--- config.mk ---
export PLATFORM = sky130hd
export DESIGN_NAME = density_phase_sequencer
export DESIGN_NICKNAME = d
export VERILOG_FILES = /design/src/rtl/density_phase_sequencer.sv
export SDC_FILE = /design/constraint.sdc
export NUM_CORES = 1
export LEC_CHECK = 0
export CAP_MARGIN = 10
export CORE_MARGIN = 1.5
export CORE_UTILIZATION = 59
export CTS_BUF_LIST = sky130_fd_sc_hd__clkbuf_8 sky130_fd_sc_hd__clkbuf_16
export CTS_CLUSTER_SIZE = 40
export DETAILED_ROUTE_END_ITERATION = 10
export PLACE_DENSITY = 0.85
export SLEW_MARGIN = 20
export SYNTH_ARGS = -nofsm -noshare
export SYNTH_HDL_FRONTEND = slang
export SYNTH_SLANG_ARGS = --single-unit
export TNS_END_PERCENT = 5
--- constraint.sdc ---
create_clock -name CLK -period 3.2 [get_ports CLK]
set_input_delay 0.48 -clock CLK [delete_from_list [all_inputs] [get_ports CLK]]
set_output_delay 0.48 -clock CLK [all_outputs]
set_load 0.1 [all_outputs]
--- src/rtl/density_phase_sequencer.sv ---
// Phase sequencer for the density-based traffic light controller.
// Serves four lanes round-robin, skips empty lanes, sizes each green from the
// served lane's density, and inserts yellow and all-red intervals between phases.
// Ports:
//   CLK   - clock, rising edge
//   RST_N - asynchronous active-low reset
//   DENS  - lane densities, lane k on bits [2k+1:2k] (00 empty .. 11 high)
//   SEL   - served lane, to the demux SEL (registered)
//   I     - served lane green, to the demux I (registered)
//   YEL   - served lane yellow (registered)
module density_phase_sequencer #(
    parameter int unsigned TICK_DIV   = 1,
    parameter int unsigned GREEN_LOW  = 5,
    parameter int unsigned GREEN_MED  = 10,
    parameter int unsigned GREEN_HIGH = 20,
    parameter int unsigned YELLOW_T   = 3,
    parameter int unsigned ALLRED_T   = 1
) (
    input  logic       CLK,
    input  logic       RST_N,
    input  logic [7:0] DENS,
    output logic [1:0] SEL,
    output logic       I,
    output logic       YEL
);

    localparam int unsigned PW = 16;
    localparam int unsigned CW = 8;

    typedef enum logic [1:0] {
        IDLE    = 2'd0,
        ALL_RED = 2'd1,
        GREEN   = 2'd2,
        YELLOW  = 2'd3
    } state_t;

    state_t          state;
    state_t          state_n;
    logic [PW-1:0]   presc;
    logic            tick;
    logic [1:0]      last;
    logic [1:0]      last_n;
    logic [1:0]      sel_n;
    logic            i_n;
    logic            yel_n;
    logic [CW-1:0]   elapsed;
    logic [CW-1:0]   elapsed_n;
    logic [CW-1:0]   elapsed_inc;
    logic [CW-1:0]   target;
    logic [CW-1:0]   target_n;
    logic            cand_found;
    logic [1:0]      cand;
    logic [1:0]      scan_lane;
    logic [1:0]      sel_dens;

    // Free-running tick prescaler, never restarted by state changes
    assign tick = (presc == PW'(TICK_DIV - 1));

    always_ff @(posedge CLK or negedge RST_N) begin
        if (!RST_N) begin
            presc <= '0;
        end else if (tick) begin
            presc <= '0;
        end else begin
            presc <= presc + PW'(1);
        end
    end

    // Round-robin search: last+1, last+2, last+3, then last itself
    always_comb begin
        cand_found = 1'b0;
        cand       = last;
        scan_lane  = last;
        for (int k = 1; k <= 4; k++) begin
            scan_lane = last + 2'(k);
            if (!cand_found && (DENS[{scan_lane, 1'b0} +: 2] != 2'b00)) begin
                cand_found = 1'b1;
                cand       = scan_lane;
            end
        end
    end

    assign sel_dens    = DENS[{SEL, 1'b0} +: 2];
    assign elapsed_inc = elapsed + CW'(1);

    // Green length from density; an empty lane still gets the minimum green
    function automatic logic [CW-1:0] green_len(input logic [1:0] d);
        case (d)
            2'b10:   green_len = CW'(GREEN_MED);
            2'b11:   green_len = CW'(GREEN_HIGH);
            default: green_len = CW'(GREEN_LOW);
        endcase
    endfunction

    // Next-state and registered-output logic. SEL only moves on transitions
    // into ALL_RED, where I is already 0, so the demux never sees SEL and I move together.
    always_comb begin
        state_n   = state;
        sel_n     = SEL;
        i_n       = I;
        yel_n     = YEL;
        last_n    = last;
        elapsed_n = elapsed;
        target_n  = target;
        unique case (state)
            IDLE: begin
                i_n   = 1'b0;
                yel_n = 1'b0;
                if (cand_found) begin
                    sel_n     = cand;
                    state_n   = ALL_RED;
                    elapsed_n = '0;
                end
            end
            ALL_RED: begin
                if (tick) begin
                    if (elapsed_inc >= CW'(ALLRED_T)) begin
                        state_n   = GREEN;
                        i_n       = 1'b1;
                        last_n    = SEL;
                        target_n  = green_len(sel_dens);
                        elapsed_n = '0;
                    end else begin
                        elapsed_n = elapsed_inc;
                    end
                end
            end
            GREEN: begin
                if (tick) begin
                    if ((elapsed_inc >= target) ||
                        ((sel_dens == 2'b00) && (elapsed_inc >= CW'(GREEN_LOW)))) begin
                        state_n   = YELLOW;
                        i_n       = 1'b0;
                        yel_n     = 1'b1;
                        elapsed_n = '0;
                    end else begin
                        elapsed_n = elapsed_inc;
                    end
                end
            end
            YELLOW: begin
                if (tick) begin
                    if (elapsed_inc >= CW'(YELLOW_T)) begin
                        yel_n     = 1'b0;
                        elapsed_n = '0;
                        if (cand_found) begin
                            sel_n   = cand;
                            state_n = ALL_RED;
                        end else begin
                            state_n = IDLE;
                        end
                    end else begin
                        elapsed_n = elapsed_inc;
                    end
                end
            end
            default: begin
                state_n = IDLE;
                i_n     = 1'b0;
                yel_n   = 1'b0;
            end
        endcase
    end

    // State and output registers; last resets to 3 so the first search starts at lane 0
    always_ff @(posedge CLK or negedge RST_N) begin
        if (!RST_N) begin
            state   <= IDLE;
            SEL     <= 2'b00;
            I       <= 1'b0;
            YEL     <= 1'b0;
            last    <= 2'b11;
            elapsed <= '0;
            target  <= '0;
        end else begin
            state   <= state_n;
            SEL     <= sel_n;
            I       <= i_n;
            YEL     <= yel_n;
            last    <= last_n;
            elapsed <= elapsed_n;
            target  <= target_n;
        end
    end

endmodule

Word-level counts from Yosys, hierarchy flattened
Index checks and enable logic that the tools add are counted.

cells by class
  eq/ne operators = 12
  $add $sub $neg = 5
  order comparisons = 4
  bitwise logic cells = 0
  divide/modulo/power cells = 0
  multiply operators = 0
  mux-type cells = 41
  reductions and logical operators = 24
  shifts and indexed selects = 5

operator list
  kind                                                                number
  2-to-1 mux 8 bit                                                    7
  indexed part select 8 x 4 -> 2 bit                                  5
  case mux 8 bit (4 select lines)                                     1
  2-to-1 mux 2 bit                                                    14
  adder 16 x 1 -> 16 bit (second input constant)                      1
  logical NOT 16 bit                                                  1
  2-to-1 mux 16 bit                                                   1
  != test 2 bit (second input constant)                               7
  2-to-1 mux 1 bit                                                    13
  case mux 5 bit (2 select lines)                                     1
  AND reduction 5 bit                                                 2
  nonzero test 2 bit                                                  5
  adder 8 x 1 -> 8 bit (second input constant)                        1
  equality test 2 bit (second input constant)                         4
  greater-or-equal comparator 8 x 1 -> 1 bit (second input constant)  1
  greater-or-equal comparator 8 x 2 -> 1 bit (second input constant)  1
  greater-or-equal comparator 8 x 3 -> 1 bit (second input constant)  1
  greater-or-equal comparator 8 bit                                   1
  case mux 2 bit (4 select lines)                                     1
  AND reduction 7 bit                                                 1
  case mux 1 bit (3 select lines)                                     2
  AND reduction 3 bit                                                 2
  nonzero test 3 bit                                                  2
  adder 2 bit (second input constant)                                 2
  other kinds (8)                                                     14

word-level totals
  logic and storage cells = 99
  input bits = 10
  register bits = 40
  bits in latches = 0
  ROM bits = 0
  memories = 0
  output and inout bits = 4
  RAM bits = 0

Longest topological paths before layout
Gate-level depths: netlist of run 1.

  depth after elaboration = 17
  depth in mapped cells = 11
  mapped depth without buffers = 11

Least setup slack after synthesis of run 1
OpenSTA, ideal clock, no wires.

  path kind = flip-flop to flip-flop
  start point = reg SEL[1]
  end point = reg state[1]
  clock period less this slack = 2.630 ns
  required time = 3.075 ns
  slack = 0.570 ns
  arrival time = 2.505 ns
  stages on the path, launching flop included = 6
  path buffers = 0
  library setup time = 0.125 ns
  cells stage by stage = dfrtp_1 -> mux4_2 -> a211oi_2 -> o21ai_4 -> nor2_2 -> mux2_4

on the way
  word-level cells in the longest chain between the ends = 6

ends and longest elaborated chain
  element                               RTL line  RTL
  from (decl)                           22        output logic [1:0] SEL,
  from (signal assigned)                177       SEL <= sel_n;
  indexed part select 8 x 4 -> 2 bit    83        assign sel_dens = DENS[{SEL, 1'b0} +: 2];
  logical NOT 2 bit                     131       ((sel_dens == 2'b00) && (elapsed_inc >= CW'(GREEN_LOW)))) begin
  logical AND 1 bit                     131
  logical OR 1 bit                      130       if ((elapsed_inc >= target) ||
  != test 2 bit (no source line)        --
  AND reduction 7 bit (no source line)  --
  to (signal assigned)                  176       state <= state_n;
  to (decl)                             37        state_t state;

Every way passes these cells.
A chain may end at the register's enable or synchronous reset.

Worst setup path after layout of run 1
  start point = reg elapsed[0]
  end point = reg state[1]

on the way
  word-level cells in the longest chain between the ends = 6
  elaborated cells between the ends (all ways) = 11
  classes of those cells = add/sub (1); order compare (4); eq/ne (3); reduce/logical (3)

ends and longest elaborated chain
  element                                     RTL line  RTL
  from (decl)                                 46        logic [CW-1:0] elapsed;
  from (signal assigned)                      181       elapsed <= elapsed_n;
  adder 8 x 1 -> 8 bit *                      84        assign elapsed_inc = elapsed + CW'(1);
  greater-or-equal comparator 8 x 3 -> 1 bit  131
  logical AND 1 bit                           131
  logical OR 1 bit                            130
  != test 2 bit (no source line)              --
  AND reduction 7 bit (no source line) *      --

Mark *: on every way between the ends. The rest lies on a longest branch, timed or not.

==> run metrics, run 1 <==
post-synthesis area per instance=9.72 um^2; final critical-path required period=2.97 ns; largest cells by area after synthesis=sky130_fd_sc_hd__dfrtp_1 39%, sky130_fd_sc_hd__ha_1 8.6%, sky130_fd_sc_hd__xnor2_1 5.2%, sky130_fd_sc_hd__nand2_1 3.4%, sky130_fd_sc_hd__inv_1 2.6%; overall track demand over capacity in global routing=0.237; share of final-layout standard cells stronger than drive strength 1=0.111; dominant register cell in the synthesized netlist=sky130_fd_sc_hd__dfrtp_1; slew of the pin with the lowest slew margin=0.595 ns; routed length on met1=2.06 mm; TritonCTS Sinks=36; number of placed instances, taps included=282; Warnings, synthesis=0; count of flip-flops with a built-in enable after synthesis=0; Top Layer Used=met4; async set-reset flop share out of synthesis=1.00; total count of hold-check failures in the final report=0; number of DRC violations after detailed routing=0; type of destination of the critical path=flip-flop; total of flip-flops plus latches after synthesis=36; routed length on met3=100 um; setup repair after global routing missed its margin=false; Max rail drop VDD=640 uV; Final Non-Filler Cells=290; post-route clock skew=0.00765 ns; num rows=21; core region area=3440 um^2; final setup vio count=0; wire length on met2=2.16 mm; Worst Setup Path Type=flip-flop to flip-flop; final WL=4.37 mm; number of distinct library cells after synthesis=51; global-route wire length before repair=7.49 mm; GR Overflow Total=0; number of buffers on the longest clock path=2; diode insertion count for antenna repair=0; Leakage=1.12 nW; family with the most delay on the worst path=simple AND/OR/NAND/NOR gates; max-slew headroom at the worst pin=0.602; worst reg2reg path depth=11; crit path DAT=3.14 ns; DR WL/cell=15.1 um; final cell area excluding filler cells=2470 um^2; ordered cell list for the critical path=ha_2 -> and2_1 -> nand2_1 -> xnor2_1 -> ha_1 -> a21oi_1 -> o211ai_1 -> or3_4 -> o21ai_4 -> nor2_2 -> mux2_4; initial antenna violation count=0; count of instances resized after the clock tree is built=0; fraction of the yosys area taken by sequential cells=0.413; overall die area=4080 um^2; number of clock buffers inserted by TritonCTS=5; Clock H-tree levels=2; share of the synthesized area in the top cell type=0.389; root buffer selected by CTS=sky130_fd_sc_hd__clkbuf_8; CP startpoint kind=flip-flop; critical path depth in cells=11; estimated wirelength of the detail-placed design=3.25 mm; CTS clk-pin slew, worst paths=0.07 ns; Power Total=1.96 mW; sum of negative setup slack=0 ns; Final Max Slew Viols=0; Cells on Worst Hold Path=1; status=finished, final reports clean; iteration-0 DRC count of the detailed router=79; Synth area leader=sky130_fd_sc_hd__dfrtp_1; die extent in x=63.9 um; Max stage delay on crit path=0.50 ns; TritonCTS clock tree=built; Setup Buffers After CTS=0; I/O pins=14; via count of the first global-routing pass=1,664; most frequent standard cell in the layout excluding fill and tap cells=sky130_fd_sc_hd__dfrtp_1; Maximum Capacitance Violations=0; path category of the worst min-delay check=flip-flop to flip-flop; Power per Cell Area=793 nW/um^2; final weighted congestion of routability-driven global placement=0.906; worst-case hold slack=0.474 ns; vertical die dimension=63.9 um; fmax=0.337 GHz; period utilization=0.928; master of the slowest instance on the critical path=sky130_fd_sc_hd__dfrtp_1; Buffers & Inverters on Critical Path=0; Data required, critical path=3.37 ns; number of input and output port buffers inserted=13; critical path fanouts, max=9; ANT nets after route=0; most frequent cells in the layout=34 x sky130_fd_sc_hd__dfrtp_1, 20 x sky130_fd_sc_hd__nand2_1, 16 x sky130_fd_sc_hd__inv_1; placed cell areas=2360 um^2; Area Overhead vs Synth=13.0%; instance count of the mapped netlist=225; Via-to-Cell Ratio=5.71; clock insertion delay at the later pin of the skew report=0.29 ns; Net count, final=268; # hold bufs at CTS=0; Initial Util=0.635; pin count of the biggest net entering global routing=15; number of nets in the synthesized netlist=250; count of vias placed by the detailed router=1,657; number of optimization iterations in the first detailed-route pass=4; Syn Std Cell Area=2190 um^2
-- metrics by stage --
stage                util  setup WS (ns)
floorplan               -          0.570
global placement    0.686          0.398
detailed placement  0.686          0.272
CTS                 0.717          0.228
global route        0.718         0.0501
finish              0.718          0.230
-- sequential cells by signal (all words and copies together) (netlist names) --
name     flops
presc       16
SEL          2
last         2
elapsed      8
YEL          1
target       4
I            1
state        2
-- path summary, 6_finish.rpt --
check | slack (ns) | to | start
worst max-delay path | 0.23 | state[1] | elapsed[0]
worst min-delay path | 0.47 | presc[15] | presc[15]
worst max register to register | 0.23 | state[1] | elapsed[0]
worst min register to register | 0.47 | presc[15] | presc[15]
max in group asynchronous | 2.01 | elapsed[4] | RST_N
min in group asynchronous | 0.56 | presc[2] | RST_N
-- where the power goes --
| group | switching [mW] | internal (mW) | total (mW) |
|---|---|---|---|
| logic | 0.562 | 0.363 | 0.925 |
| registers | 0.0979 | 0.552 | 0.650 |
| clock network | 0.157 | 0.228 | 0.385 |
| total | 0.817 | 1.14 | 1.96 |
-- Yosys cell counts, drive strengths merged, types with 2 or more instances --
cell type  count
dfrtp         34
nand2         20
nor2          16
ha            15
inv           15
o21ai         15
xnor2         13
nand3         11
a21oi          8
and3           8
and2           6
nor3           6
a211oi         5
clkbuf         4
mux2           4
nor2b          4
nand4          3
o22ai          3
xor2           3
a2111oi        2
and4           2
dfstp          2
mux4           2
nand2b         2
nor4           2
nor4b          2
o211ai         2
o31ai          2
-- worst reg2reg max path, delay by kind of cell, from the launching register on --
kind | cells | cell delay, ns
xor+xnor | 1 | 0.20
flops | 1 | 0.50
compound gates | 3 | 0.58
simple gates | 4 | 0.68
fa+ha+maj | 2 | 0.59
mux | 1 | 0.31
-- layout make-up --
cell class | instances | area [um^2]
multi-input combinational | 169 | 1200
fill | 264 | 971
sequential | 36 | 903
timing repair buffer | 16 | 143
clock buffer | 5 | 68.8
tap | 46 | 57.6
inverter | 15 | 56.3
clock inverter | 3 | 38.8
-- kinds of logic (layout without fill, tap and decap cells) --
group           Yosys count  in the layout  synth area share
mux                       7              7            0.0475
flops                    36             36             0.413
fa+ha+maj                15             15            0.0858
compound gates           43             43             0.136
simple gates             88             88             0.216
xor+xnor                 16             16            0.0641
buf+inv                  20             39            0.0378
-- routing by layer --
| layer | track usage | up-vias |
|---|---|---|
| met4 | 0.0679 | 0 |
| met5 | 0 | - |
| met3 | 0.0528 | 5 |
| met2 | 0.402 | 19 |
| met1 | 0.302 | 796 |
| li1 | - | 837 |
Note: power is estimated with default switching activity, not from simulation.
==> inputs of run 2 (changes only) <==
ABC_AREA = 1   (was default)
CORE_UTILIZATION = 60   (was 59)
PLACE_DENSITY = 0.86   (was 0.85)
clock period = 3.85 ns   (was 3.2 ns; I/O delays follow)
==> run 2 against run 1 <==
Compared with the run above: critical path depth down 10; area after synthesis is 25% higher; first-iteration DRC count rose by 130%; clock-buffer cell count is 1 higher; register-to-register slack gained 1.4 ns; worst hold slack improved by 0.0038 ns; clock power is 28% lower; global-route usage increased by 0.29 points; cell count grew 55%; via count rose by 42%; worst setup slack improved by 1.1 ns; die area grew 21%.
==> run metrics, run 2 <==
Power Total=1.79 mW (was 1.96 mW); origin of the worst min-delay path=presc[15] (unchanged); overall track demand over capacity in global routing=0.240 (was 0.237); Data required, critical path=3.27 ns (was 3.37 ns); count of vias placed by the detailed router=2,359 (was 1,657); top flop regs=presc: 16 flops, elapsed: 8 flops, target: 4 flops (unchanged); Worst R2R Start=elapsed[0] (unchanged); Clock H-tree levels=2 (unchanged); placed cell areas=2890 um^2 (was 2360 um^2); Warnings, synthesis=0 (unchanged); most instantiated cells after synthesis=108 x sky130_fd_sc_hd__nand2_1, 63 x sky130_fd_sc_hd__inv_1, 34 x sky130_fd_sc_hd__dfrtp_1 (was 34 x sky130_fd_sc_hd__dfrtp_1, 20 x sky130_fd_sc_hd__nand2_1, 15 x sky130_fd_sc_hd__ha_1, 15 x sky130_fd_sc_hd__inv_1, 15 x sky130_fd_sc_hd__nor2_1); number of DRC violations after detailed routing=0 (unchanged); count of flip-flops with a built-in enable after synthesis=0 (unchanged); share of the synthesized area in the top cell type=0.312 (was 0.389); Cells on Worst Hold Path=1 (unchanged); Synth area leader=sky130_fd_sc_hd__dfrtp_1 (unchanged); final cell area excluding filler cells=2990 um^2 (was 2470 um^2); vertical die dimension=70.4 um (was 63.9 um); status=finished, final reports clean (unchanged); final setup vio count=0 (unchanged); CP startpoint kind=flip-flop (unchanged); post-synthesis area per instance=7.21 um^2 (was 9.72 um^2); WHS Endpoint=presc[15] (unchanged); Sequential Power Share=0.308 (was 0.332); clock insertion delay at the later pin of the skew report=0.29 ns (about the same); Fill cells=352 (was 264); pin count of the biggest net entering global routing=37 (was 15); Switching Share=0.487 (was 0.417); family with the most delay on the worst path=buffers and inverters (was simple AND/OR/NAND/NOR gates); dominant register cell in the synthesized netlist=sky130_fd_sc_hd__dfrtp_1 (unchanged); Max stage delay on crit path=1.18 ns (was 0.50 ns); ordered cell list for the critical path=clkdlybuf4s50_1 (was ha_2 -> and2_1 -> nand2_1 -> xnor2_1 -> ha_1 -> a21oi_1 -> o211ai_1 -> or3_4 -> o21ai_4 -> nor2_2 -> mux2_4); critical path fanouts, max=7 (was 9); estimated wirelength of the detail-placed design=4.11 mm (was 3.25 mm); GR Overflow Total=0 (unchanged); global-route wire length before repair=9.67 mm (was 7.49 mm); worst reg2reg path depth=14 (was 11); num rows=24 (was 21); via count of the first global-routing pass=2,215 (was 1,664); core region area=4350 um^2 (was 3440 um^2); R2R Setup Slk=1.61 ns (was 0.23 ns); Syn Std Cell Area=2720 um^2 (was 2190 um^2); root buffer selected by CTS=sky130_fd_sc_hd__clkbuf_8 (unchanged); number of nets in the synthesized netlist=403 (was 250); final weighted congestion of routability-driven global placement=0.952 (was 0.906); switching power=0.869 mW (was 0.817 mW); DR WL/cell=12.1 um (was 15.1 um); most flop-heavy register=presc (unchanged); final critical-path required period=2.51 ns; fraction of the yosys area taken by sequential cells=0.332 (was 0.413); total count of hold-check failures in the final report=0 (unchanged); count of instances resized after the clock tree is built=0 (unchanged); period utilization=0.652; master of the slowest instance on the critical path=sky130_fd_sc_hd__clkdlybuf4s50_1 (was sky130_fd_sc_hd__dfrtp_1); logic gate share of total power=0.537 (was 0.472); Buffers & Inverters on Critical Path=1 (was 0); Final Max Slew Viols=0 (unchanged); type of destination of the critical path=output port (was flip-flop); fmax=0.398 GHz; largest cells by area after synthesis=sky130_fd_sc_hd__dfrtp_1 31%, sky130_fd_sc_hd__nand2_1 15%, sky130_fd_sc_hd__inv_1 8.7%, sky130_fd_sc_hd__ha_1 6.9%, sky130_fd_sc_hd__nand3_1 5.3% (was sky130_fd_sc_hd__dfrtp_1 39%, sky130_fd_sc_hd__ha_1 8.6%, sky130_fd_sc_hd__xnor2_1 5.2%, sky130_fd_sc_hd__nand2_1 3.4%, sky130_fd_sc_hd__inv_1 2.6%); post-route clock skew=0.00773 ns (was 0.00765 ns); most repeated cell in the gate-level netlist after synthesis=sky130_fd_sc_hd__nand2_1 (was sky130_fd_sc_hd__dfrtp_1); number of optimization iterations in the first detailed-route pass=4 (unchanged); die extent in x=70.4 um (was 63.9 um); number of flip-flops in the largest register=16 (unchanged); I/O pins=14 (unchanged); TritonCTS Sinks=36 (unchanged); CTS clk-pin slew, worst paths=0.07 ns (about the same); async set-reset flop share out of synthesis=1.00 (unchanged); TritonCTS clock tree=built (unchanged); Via-to-Cell Ratio=5.25 (was 5.71); slew of the pin with the lowest slew margin=0.995 ns (was 0.595 ns); Worst Setup Path Type=flip-flop to output port (was flip-flop to flip-flop); Initial Util=0.626 (was 0.635); Reg-to-Reg End=elapsed[3] (was state[1]); setup repair after global routing missed its margin=false (unchanged); Net count, final=421 (was 268); Maximum Capacitance Violations=0 (unchanged); path category of the worst min-delay check=flip-flop to flip-flop (unchanged); number of distinct library cells after synthesis=33 (was 51); ANT nets after route=0 (unchanged); number of clock buffers inserted by TritonCTS=5 (unchanged); Area Overhead vs Synth=9.60% (was 13.0%); # hold bufs at CTS=0 (unchanged); number of buffers on the longest clock path=2 (unchanged); diode insertion count for antenna repair=0 (unchanged); instance count of the mapped netlist=378 (was 225); most frequent cells in the layout=108 x sky130_fd_sc_hd__nand2_1, 64 x sky130_fd_sc_hd__inv_1, 34 x sky130_fd_sc_hd__dfrtp_1 (was 34 x sky130_fd_sc_hd__dfrtp_1, 20 x sky130_fd_sc_hd__nand2_1, 16 x sky130_fd_sc_hd__inv_1); overall die area=4950 um^2 (was 4080 um^2); Leakage=1.63 nW (was 1.12 nW); initial antenna violation count=0 (unchanged); iteration-0 DRC count of the detailed router=185 (was 79); internal cell power=0.917 mW (was 1.14 mW); most frequent standard cell in the layout excluding fill and tap cells=sky130_fd_sc_hd__nand2_1 (was sky130_fd_sc_hd__dfrtp_1); sum of negative setup slack=0 ns (unchanged); crit path DAT=1.93 ns (was 3.14 ns); Max rail drop VDD=645 uV (was 640 uV); share of power burned in the clock network=0.156 (was 0.196); max-slew headroom at the worst pin=0.335 (was 0.602); Setup Buffers After CTS=0 (unchanged); final WL=5.43 mm (was 4.37 mm); Power per Cell Area=598 nW/um^2 (was 793 nW/um^2); share of final-layout standard cells stronger than drive strength 1=0.144 (was 0.111); number of input and output port buffers inserted=13 (unchanged); total of flip-flops plus latches after synthesis=36 (unchanged)
==> run 2: worst max path at each step <==
stage	start	endpoint	slack, ns	depth (start not counted)
after floorplan	SEL[0]	state[0]	1.74	11
after global placement	SEL[0]	SEL[0]	1.66	1
after detailed placement	SEL[0]	SEL[0]	1.65	1
after CTS	SEL[0]	SEL[0]	1.33	1
after global routing	SEL[0]	SEL[0]	1.29	1
final	SEL[0]	SEL[0]	1.34	1
==> run 2: layer usage <==
layer | share of wire | global-route usage | up-vias
li1 | - | - | 1224
met3 | 0.038 | 0.0361 | 8
met2 | 0.46 | 0.389 | 65
met5 | 0 | 0 | -
met4 | 0.017 | 0.0812 | 0
met1 | 0.49 | 0.327 | 1062
==> run 2: power by group through the flow <==
stage	Combinational [mW]	Clock (mW)	Sequential (mW)
4_1_cts	0.949	0.283	0.548
6_report	0.958	0.278	0.550
3_3_place_gp	0.914	0	0.552
3_5_place_dp	0.945	0	0.553
2_1_floorplan	0.670	0	0.653
5_1_grt	1.07	0.301	0.559
==> run 2: logic make-up (layout without fill, tap and decap cells) <==
family | after synthesis | in the layout | share of synthesized area
simple gates | 213 | 213 | 0.388
buf+inv | 73 | 92 | 0.109
flops | 36 | 36 | 0.332
compound gates | 32 | 32 | 0.0735
fa+ha+maj | 15 | 15 | 0.0689
xor+xnor | 9 | 9 | 0.0289
==> run 2: layout make-up <==
type	count	area, um^2	area share
well taps	52	65.1	0.0218
inverters	70	263	0.0880
multi-input cells	269	1520	0.510
flip-flops and latches	36	903	0.303
repair buffers	14	138	0.0461
clock buffers	6	82.6	0.0277
clock inverters	2	11.3	0.00377
==> run 2: worst register-to-register path, cell delays in order, from the launching register on <==
cell and delay, ns:
sky130_fd_sc_hd__dfrtp_1 0.48, sky130_fd_sc_hd__ha_1 0.27, sky130_fd_sc_hd__nand2_1 0.12, sky130_fd_sc_hd__inv_1 0.08, sky130_fd_sc_hd__nand2_1 0.05, sky130_fd_sc_hd__nand2_2 0.09, sky130_fd_sc_hd__inv_2 0.06, sky130_fd_sc_hd__ha_1 0.18
sky130_fd_sc_hd__nor2_1 0.12, sky130_fd_sc_hd__nand3_1 0.08, sky130_fd_sc_hd__nor2_1 0.13, sky130_fd_sc_hd__nand3_2 0.16, sky130_fd_sc_hd__nand2_1 0.14, sky130_fd_sc_hd__nand2_1 0.08, sky130_fd_sc_hd__o21ai_2 0.11
==> run 2: stage by stage <==
stage          cells  utilization  hold slack [ns]  setup WS (ns)
3_5_place_dp     441        0.664            0.464           1.65
5_1_grt          449        0.686            0.481           1.29
6_report         449        0.686            0.478           1.34
3_3_place_gp     441        0.664            0.457           1.66
4_1_cts          449        0.686            0.477           1.33
2_1_floorplan    378            -            0.282           1.74
==> inputs of run 3 (changes only) <==
clock period = 2.5 ns   (was 3.85 ns; I/O delays follow)
==> run 3 against run 2 <==
Compared with the run above: register-to-register slack got worse by 1.3 ns; flip-flop and latch count unchanged; clock-buffer cell count unchanged; via count fell by 0.55%; clock power grew 54%; critical path depth up 14; first-iteration DRC count increased by 17%.
==> run metrics, run 3 (same netlist as run 2, synthesis figures left out) <==
CP startpoint kind=flip-flop (unchanged); most frequent cells in the layout=108 x sky130_fd_sc_hd__nand2_1, 64 x sky130_fd_sc_hd__inv_1, 33 x sky130_fd_sc_hd__dfrtp_1 (was 108 x sky130_fd_sc_hd__nand2_1, 64 x sky130_fd_sc_hd__inv_1, 34 x sky130_fd_sc_hd__dfrtp_1); final setup vio count=0 (unchanged); num rows=24 (unchanged); Initial Util=0.626 (unchanged); Power per Cell Area=921 nW/um^2 (was 598 nW/um^2); grt met2 use=0.410 (was 0.389); Final Max Slew Viols=0 (unchanged); most frequent standard cell in the layout excluding fill and tap cells=sky130_fd_sc_hd__nand2_1 (unchanged); Net count, final=421 (unchanged); final WL=5.36 mm (was 5.43 mm); setup repair after global routing missed its margin=false (unchanged); GR Overflow Total=0 (unchanged); global-route wire length before repair=10.1 mm (was 9.67 mm); period utilization=0.882; top flop regs=presc: 16 flops, elapsed: 8 flops, target: 4 flops (unchanged); Maximum Capacitance Violations=0 (unchanged); CTS clk-pin slew, worst paths=0.07 ns (about the same); final weighted congestion of routability-driven global placement=0.992 (was 0.952); root buffer selected by CTS=sky130_fd_sc_hd__clkbuf_8 (unchanged); Via-to-Cell Ratio=5.22 (was 5.25); most flop-heavy register=presc (unchanged); Fill cells=364 (was 352); crit path DAT=2.39 ns (was 1.93 ns); vertical die dimension=70.4 um (unchanged); worst-case hold slack=0.486 ns (was 0.478 ns); met1 usage in global routing=0.336 (was 0.327); critical path fanouts, max=8 (was 7); GRT busiest layer=met2 (unchanged); share of final-layout standard cells stronger than drive strength 1=0.156 (was 0.144); number of optimization iterations in the first detailed-route pass=4 (unchanged); number of placed instances, taps included=441 (unchanged); total count of hold-check failures in the final report=0 (unchanged); clock insertion delay at the later pin of the skew report=0.29 ns (about the same); Reg-to-Reg End=state[0] (was elapsed[3]); Max rail drop VDD=876 uV (was 645 uV); Area Overhead vs Synth=9.28% (was 9.60%); sum of negative setup slack=0 ns (unchanged); die extent in x=70.4 um (unchanged); fmax=0.454 GHz; initial antenna violation count=0 (unchanged); TritonCTS clock tree=built (unchanged); Worst Setup Path Type=flip-flop to flip-flop (was flip-flop to output port); overall die area=4950 um^2 (unchanged); via count of the first global-routing pass=2,306 (was 2,215); Worst R2R Start=elapsed[1] (was elapsed[0]); path category of the worst min-delay check=input port to asynchronous set/reset pin (was flip-flop to flip-flop); slew of the pin with the lowest slew margin=0.703 ns (was 0.995 ns); final critical-path required period=2.20 ns; estimated wirelength of the detail-placed design=4.17 mm (was 4.11 mm); post-route clock skew=0.00511 ns (was 0.00773 ns); I/O pins=14 (unchanged); count of vias placed by the detailed router=2,346 (was 2,359); number of clock buffers inserted by TritonCTS=5 (unchanged); number of buffers on the longest clock path=2 (unchanged); DR WL/cell=11.9 um (was 12.1 um); iteration-0 DRC count of the detailed router=216 (was 185); diode insertion count for antenna repair=0 (unchanged); Final Non-Filler Cells=449 (unchanged); TritonCTS Sinks=36 (unchanged); Clock H-tree levels=2 (unchanged); type of destination of the critical path=flip-flop (was output port); status=finished, final reports clean (unchanged); number of DRC violations after detailed routing=0 (unchanged); pin count of the biggest net entering global routing=37 (unchanged); worst reg2reg path depth=15 (was 14); number of flip-flops in the largest register=16 (unchanged); Leakage=1.63 nW (about the same); core region area=4350 um^2 (unchanged); number of input and output port buffers inserted=13 (unchanged); R2R Setup Slk=0.30 ns (was 1.61 ns); ANT nets after route=0 (unchanged); max-slew headroom at the worst pin=0.527 (was 0.335); overall track demand over capacity in global routing=0.252 (was 0.240); met3 Usage GRT=0.0418 (was 0.0361); Data required, critical path=2.68 ns (was 3.27 ns)
## run 3: changes by cell type in the layout (fill, tap and decap cells not counted), sizes merged
cell and change:
clkdlybuf4s50 -4, buf +4
## run 3: worst max-delay path by stage
stage | start | slack [ns] | cells past startpoint | to
floorplan | SEL[0] | 0.39 | 11 | state[0]
global placement | elapsed[0] | 0.43 | 15 | state[1]
detailed placement | elapsed[0] | 0.31 | 15 | state[0]
CTS | elapsed[0] | 0.28 | 15 | state[0]
global route | elapsed[1] | 0.01 | 15 | state[0]
finish | elapsed[1] | 0.30 | 15 | state[0]
## run 3: report_power, final
group          switching [mW]  leakage [nW]  total [mW]  internal (mW)
registers               0.152         0.478       0.855          0.704
clock network           0.209        0.0486       0.428          0.220
logic                   0.978          1.10        1.46          0.478
total                    1.34          1.63        2.74           1.40
## run 3: per-stage QoR
stage / cell area, um^2 / utilization / power (mW) / setup slack, ns
after floorplan: 2720 / - / 2.04 / 0.395
after global placement: 2880 / 0.662 / 2.24 / 0.432
after detailed placement: 2880 / 0.662 / 2.30 / 0.308
after CTS: 2980 / 0.683 / 2.74 / 0.277
after global routing: 2980 / 0.684 / 3.00 / 0.0105
final: 2980 / 0.684 / 2.74 / 0.295
## run 3: layer usage
metal  vias up  wire length [um]
met5         -                 0
met4         0                90
met3        10               193
met2        49              2530
met1      1068              2540
li1       1219                 -
## run 3: worst max-delay path: stages, from the launching register on
cell and delay [ns]:
sky130_fd_sc_hd__dfrtp_1 0.48, sky130_fd_sc_hd__ha_1 0.28, sky130_fd_sc_hd__nand2_1 0.11, sky130_fd_sc_hd__inv_1 0.07, sky130_fd_sc_hd__nand2_1 0.06, sky130_fd_sc_hd__nand2_2 0.09, sky130_fd_sc_hd__inv_2 0.06, sky130_fd_sc_hd__ha_1 0.17
sky130_fd_sc_hd__nor2_1 0.10, sky130_fd_sc_hd__nand3_1 0.09, sky130_fd_sc_hd__nor2_1 0.16, sky130_fd_sc_hd__nand3_2 0.16, sky130_fd_sc_hd__nand3_2 0.14, sky130_fd_sc_hd__nor2_2 0.05, sky130_fd_sc_hd__nand2_1 0.05, sky130_fd_sc_hd__nand2_1 0.05
## run 3: repair_timing
item                                    in CTS  in global routing
hold buffers                                 0                  0
setup buffers                                0                  0
endpoints found under the setup margin       0                  2
gates resized for setup                      0                  1
## run 3: cell type report
cell class / instances / area (um^2) / area share
Timing Repair Buffer: 14 / 128 / 0.0429
Sequential cell: 36 / 905 / 0.304
Clock buffer: 6 / 82.6 / 0.0277
Clock inverter: 2 / 11.3 / 0.00378
Tap cell: 52 / 65.1 / 0.0219
Inverter: 70 / 263 / 0.0883
Multi-Input combinational cell: 269 / 1520 / 0.512
